--- src/rtl/mem_arb_pkg.sv ---
// Shared types for the instruction/data memory arbiter.
// No logic: state encoding and port identifiers only.
// Imported by mem_arbiter.
package mem_arb_pkg;

    typedef enum logic [1:0] {
        IDLE    = 2'd0,
        BUSY_IF = 2'd1,
        BUSY_DM = 2'd2
    } arb_state_t;

    localparam logic PORT_IF = 1'b0;
    localparam logic PORT_DM = 1'b1;

    // Map a port id to the BUSY state that serves it.
    function automatic arb_state_t busy_state(input logic port);
        return (port == PORT_DM) ? BUSY_DM : BUSY_IF;
    endfunction

endpackage

--- src/rtl/mem_arbiter.sv ---
// Arbitrates a fetch port and a data port onto one single-port memory; data wins ties.
// Latency: mem_req one cycle after a request from IDLE; ack one cycle after mem_ready.
// Backpressure: requesters stall (req & ~ack) until ack; MEM_ARB_TIMEOUT_EN adds a BUSY timeout.
module mem_arbiter
    import mem_arb_pkg::*;
#(
    parameter int AW      = 32,
    parameter int DW      = 32,
    parameter int TMO_MAX = 16
) (
    input  logic          clk,
    input  logic          rst,
    input  logic          if_req,
    input  logic [AW-1:0] if_addr,
    output logic [DW-1:0] if_rdata,
    output logic          if_ack,
    output logic          if_stall,
    input  logic          dm_req,
    input  logic          dm_we,
    input  logic [AW-1:0] dm_addr,
    input  logic [DW-1:0] dm_wdata,
    output logic [DW-1:0] dm_rdata,
    output logic          dm_ack,
    output logic          dm_stall,
    output logic          mem_req,
    output logic          mem_we,
    output logic [AW-1:0] mem_addr,
    output logic [DW-1:0] mem_wdata,
    input  logic [DW-1:0] mem_rdata,
    input  logic          mem_ready,
    output logic          err
);

    arb_state_t    state_q, state_d;
    logic          busy;
    logic          done;
    logic          tmo;
    logic          load_if;
    logic          load_dm;

    logic [AW-1:0] addr_q;
    logic          we_q;
    logic [DW-1:0] wdata_q;
    logic [DW-1:0] if_rdata_q;
    logic [DW-1:0] dm_rdata_q;
    logic          if_ack_q;
    logic          dm_ack_q;

    assign busy = (state_q != IDLE);
    // mem_ready is only meaningful while a transaction is outstanding.
    assign done = busy & mem_ready;

`ifdef MEM_ARB_TIMEOUT_EN
    localparam int TW = $clog2(TMO_MAX + 1);

    logic [TW-1:0] tmo_cnt_q;
    logic          err_q;

    // The TMO_MAX-th consecutive not-ready BUSY cycle is the abort cycle.
    assign tmo = busy & ~mem_ready & (tmo_cnt_q == TW'(TMO_MAX - 1));

    // Count not-ready BUSY cycles; restart whenever a new grant is taken.
    always_ff @(posedge clk or posedge rst) begin
        if (rst) begin
            tmo_cnt_q <= '0;
        end else if (load_if | load_dm) begin
            tmo_cnt_q <= '0;
        end else if (busy & ~mem_ready) begin
            tmo_cnt_q <= tmo_cnt_q + 1'b1;
        end
    end

    // One-cycle abort pulse, aligned with the ack it forces.
    always_ff @(posedge clk or posedge rst) begin
        if (rst) begin
            err_q <= 1'b0;
        end else begin
            err_q <= tmo;
        end
    end

    assign err = err_q;
`else
    assign tmo = 1'b0;
    assign err = 1'b0;
`endif

    // Grant selection: data first from IDLE, hand-off to the other port on completion.
    always_comb begin
        state_d = state_q;
        load_if = 1'b0;
        load_dm = 1'b0;
        case (state_q)
            IDLE: begin
                if (dm_req) begin
                    state_d = busy_state(PORT_DM);
                    load_dm = 1'b1;
                end else if (if_req) begin
                    state_d = busy_state(PORT_IF);
                    load_if = 1'b1;
                end
            end
            BUSY_IF: begin
                if (done) begin
                    if (dm_req) begin
                        state_d = busy_state(PORT_DM);
                        load_dm = 1'b1;
                    end else begin
                        state_d = IDLE;
                    end
                end else if (tmo) begin
                    state_d = IDLE;
                end
            end
            BUSY_DM: begin
                if (done) begin
                    if (if_req) begin
                        state_d = busy_state(PORT_IF);
                        load_if = 1'b1;
                    end else begin
                        state_d = IDLE;
                    end
                end else if (tmo) begin
                    state_d = IDLE;
                end
            end
            default: begin
                state_d = IDLE;
            end
        endcase
    end

    // State register.
    always_ff @(posedge clk or posedge rst) begin
        if (rst) begin
            state_q <= IDLE;
        end else begin
            state_q <= state_d;
        end
    end

    // Capture the granted request so mem_* stay stable for the whole transaction.
    always_ff @(posedge clk or posedge rst) begin
        if (rst) begin
            addr_q  <= '0;
            we_q    <= 1'b0;
            wdata_q <= '0;
        end else if (load_dm) begin
            addr_q  <= dm_addr;
            we_q    <= dm_we;
            wdata_q <= dm_wdata;
        end else if (load_if) begin
            addr_q  <= if_addr;
            we_q    <= 1'b0;
            wdata_q <= '0;
        end
    end

    // Return path: read data on completion, ack one cycle later (also on abort).
    always_ff @(posedge clk or posedge rst) begin
        if (rst) begin
            if_rdata_q <= '0;
            dm_rdata_q <= '0;
            if_ack_q   <= 1'b0;
            dm_ack_q   <= 1'b0;
        end else begin
            if_ack_q <= (state_q == BUSY_IF) & (done | tmo);
            dm_ack_q <= (state_q == BUSY_DM) & (done | tmo);
            if ((state_q == BUSY_IF) && done) begin
                if_rdata_q <= mem_rdata;
            end
            if ((state_q == BUSY_DM) && done && !we_q) begin
                dm_rdata_q <= mem_rdata;
            end
        end
    end

    assign mem_req   = busy;
    assign mem_we    = we_q;
    assign mem_addr  = addr_q;
    assign mem_wdata = wdata_q;

    assign if_rdata  = if_rdata_q;
    assign if_ack    = if_ack_q;
    assign dm_rdata  = dm_rdata_q;
    assign dm_ack    = dm_ack_q;

    assign if_stall  = if_req & ~if_ack_q;
    assign dm_stall  = dm_req & ~dm_ack_q;

endmodule

--- config.mk ---
export PLATFORM = sky130hd
export DESIGN_NAME = mem_arbiter
export DESIGN_NICKNAME = d
export VERILOG_FILES = /design/src/rtl/mem_arb_pkg.sv /design/src/rtl/mem_arbiter.sv
export SDC_FILE = /design/constraint.sdc
export NUM_CORES = 1
export LEC_CHECK = 0
export ABC_AREA = 1
export ABC_CLOCK_PERIOD_IN_PS = 4900
export CAP_MARGIN = 20
export CELL_PAD_IN_SITES_DETAIL_PLACEMENT = 1
export CELL_PAD_IN_SITES_GLOBAL_PLACEMENT = 1
export CORE_ASPECT_RATIO = 1.25
export CORE_MARGIN = 2
export CORE_UTILIZATION = 29
export CTS_BUF_LIST = sky130_fd_sc_hd__clkbuf_16
export CTS_CLUSTER_SIZE = 40
export DETAILED_ROUTE_END_ITERATION = 7
export PLACE_DENSITY_LB_ADDON = 0.12
export SLEW_MARGIN = 20
export SYNTH_ARGS = -nofsm -noshare
export SYNTH_HDL_FRONTEND = slang
export SYNTH_SLANG_ARGS = --single-unit
--- constraint.sdc ---
create_clock -name clk -period 4.9 [get_ports clk]
set_input_delay 0.49 -clock clk [delete_from_list [all_inputs] [get_ports clk]]
set_output_delay 0.49 -clock clk [all_outputs]
set_load 0.05 [all_outputs]
==> run metrics <==
Via density 4.69; clk slew on worst S/H paths 0.06 ns; Final min period 2.78 ns; post-synth net total 796; Avg Cell Area, Syn 8.61 µm²; unrepaired setup endpoints after global routing false; CP arrival 3.13 ns; share of cells above drive strength 1 0.0556; number of max-cap violations 0; Core Region 19300 µm²; largest net degree at the start of global routing 97; CTS root buffer clkbuf_16; TNS Setup 0 ns; post-route ant nets 0; Hold Fails Final Rpt 0; number of global-route vias before repair 6211; Max Slew Vio Count 0; DR pass1 iterations 4; routed len/inst 17.0 µm; Syn Inst Count 662; drt initial violations 197; Final HPWL DP 13700 µm; CTS Buffer Depth 2; Max IR drop VDD 0.362 mV; Die Ht 161 µm; R2R depth 7; status finished, final reports clean; initial antenna violation count 1; leak pwr 4.34 nW; post-synth top area share 0.584; Max stage delay on crit path 0.65 ns; distinct cell type count after synthesis 18; Critical Path Fanout Max 68; PwrDens 771 nW/µm²; crit-path cells clkdlybuf4s50_1, inv_2, nand2_2, nand2_4, buf_4, nand2_1, nand2_1, nand2_1, nand2_1; Tot GR Track Use 0.195; Max Clock Skew 0.00895 ns; initial core utilization 0.295; Final Cell Area 9120 µm²; most frequent CP cell nand2_1; final core utilization 0.472; Inserted Clock Buffers 17; Cell Area, Placed 8520 µm²; Die ar. 20800 µm²; Ys Warns 0; WS Path Type in -> reg; IO buf count 267; Resized Gates After CTS 0; post-synthesis sequential area ratio 0.584; #FFs+latches synth 133; f_max 360 MHz; io pins 269; first-pass GRT wire length 32000 µm; clk sink count 133; routability-driven placement congestion ratio 0.808; Worst-Skew Late Latency 0.41 ns; total congestion overflow 0; area grow syn2layout 60.0%; post-CTS setup buffer count 0; Detailed Route WL 20100 µm; Setup Viol. Count Final 0; CTS tree built; CTS Hold Buffers Added 0; CTS H-Tree Depth 4; top cell type by total area after synthesis dfrtp_1; vias 5549; final worst slack 2.12 ns; most common cell after layout, fill and taps aside clkdlybuf4s50_1; Hold Path Stages 2; largest cells by area after synthesis dfrtp_1 58%, nand2_1 17%, nand4_1 7.1%; Final Cycle Share 0.567; Hold Crit Class reg -> reg; Post-Syn Area 5700 µm²; CP endpoint kind flop; WP data required 5.25 ns; Final Non-Filler Cells 1183; die span in x 129 µm; crit path max-delay cell type buf_4; most frequent cells in the layout 267 x clkdlybuf4s50_1, 259 x nand2_1, 133 x dfrtp_1; crit start category primary input; placed insts 1150; Tightest Pin Transition 0.898 ns; fin nets 1039; Slew headroom 0.401; pre-CTS worst setup slack 1.63 ns; FP Rows 57; DRC 0
## registers in the layout, summed over array words and instances (netlist names)
signal     flops
dm_ack         1
dm_rdata      32
if_ack         1
if_rdata      32
mem_addr      32
mem_wdata     32
mem_we         1
state_q        2
## cells in the mapped netlist
cell type and number:
conb_1 1, dfrtp_1 133, nor2_2 2, o21ai_1 64, buf_2 37, nand2_1 261
nand3_1 35, nand2_2 1, nand4_1 65, nand4_2 1, o31ai_1 1, nor2_1 4
nand3_2 1, inv_2 4, inv_1 38, buf_4 5, nand2_4 1, clkbuf_1 8
## critical path, delay by kind of cell
kind / cells / cell delay [ns]
simple gates: 6 / 1.28
buf+inv: 3 / 1.31
## cell type report
class	instances	area, µm²
Timing Repair Buffer	274	2740
Inverter	42	163
Fill cell	2234	10200
Sequential cell	133	3330
Tap cell	265	332
Clock buffer	17	425
Antenna cell	1	2.50
Multi-Input combinational cell	437	1980
Clock inverter	14	153
## stage by stage
step                      total power [mW]  hold WS (ns)
after floorplan                       4.38         0.549
after global placement                5.73         0.471
after detailed placement              5.82         0.479
after CTS                             7.12         0.492
after global routing                  7.41         0.519
final                                 7.03         0.489
## kinds of logic after synthesis
group	share of synthesized area
AO/OA/AOI/OAI	0.0575
buffers and inverters	0.0720
flip-flops	0.584
other	0.000658
AND/OR/NAND/NOR	0.286
## final timing paths
kind,end,slack (ns),startpoint
max,mem_addr[10],2.12,mem_ready
min reg2reg,dm_rdata[5],0.49,dm_rdata[5]
min in group asynchronous,dm_rdata[3],0.61,rst
max in group asynchronous,mem_wdata[20],3.19,rst
max reg2reg,mem_addr[10],2.35,state_q[0]
min,dm_rdata[5],0.49,dm_rdata[5]
## routing by layer
layer	routed length, µm	track usage	up-vias
li1	-	-	2645
met1	7750	0.219	2702
met2	10300	0.340	186
met3	1840	0.0750	16
met4	235	0.0583	0
met5	0	0	-
## where the power goes
group / internal (mW) / switching, mW / leakage [nW] / total, mW
logic: 1.21 / 2.67 / 2.40 / 3.88
clock network: 0.751 / 0.505 / 0.274 / 1.26
registers: 1.59 / 0.298 / 1.67 / 1.89
Note: power is estimated with default switching activity, not from simulation.
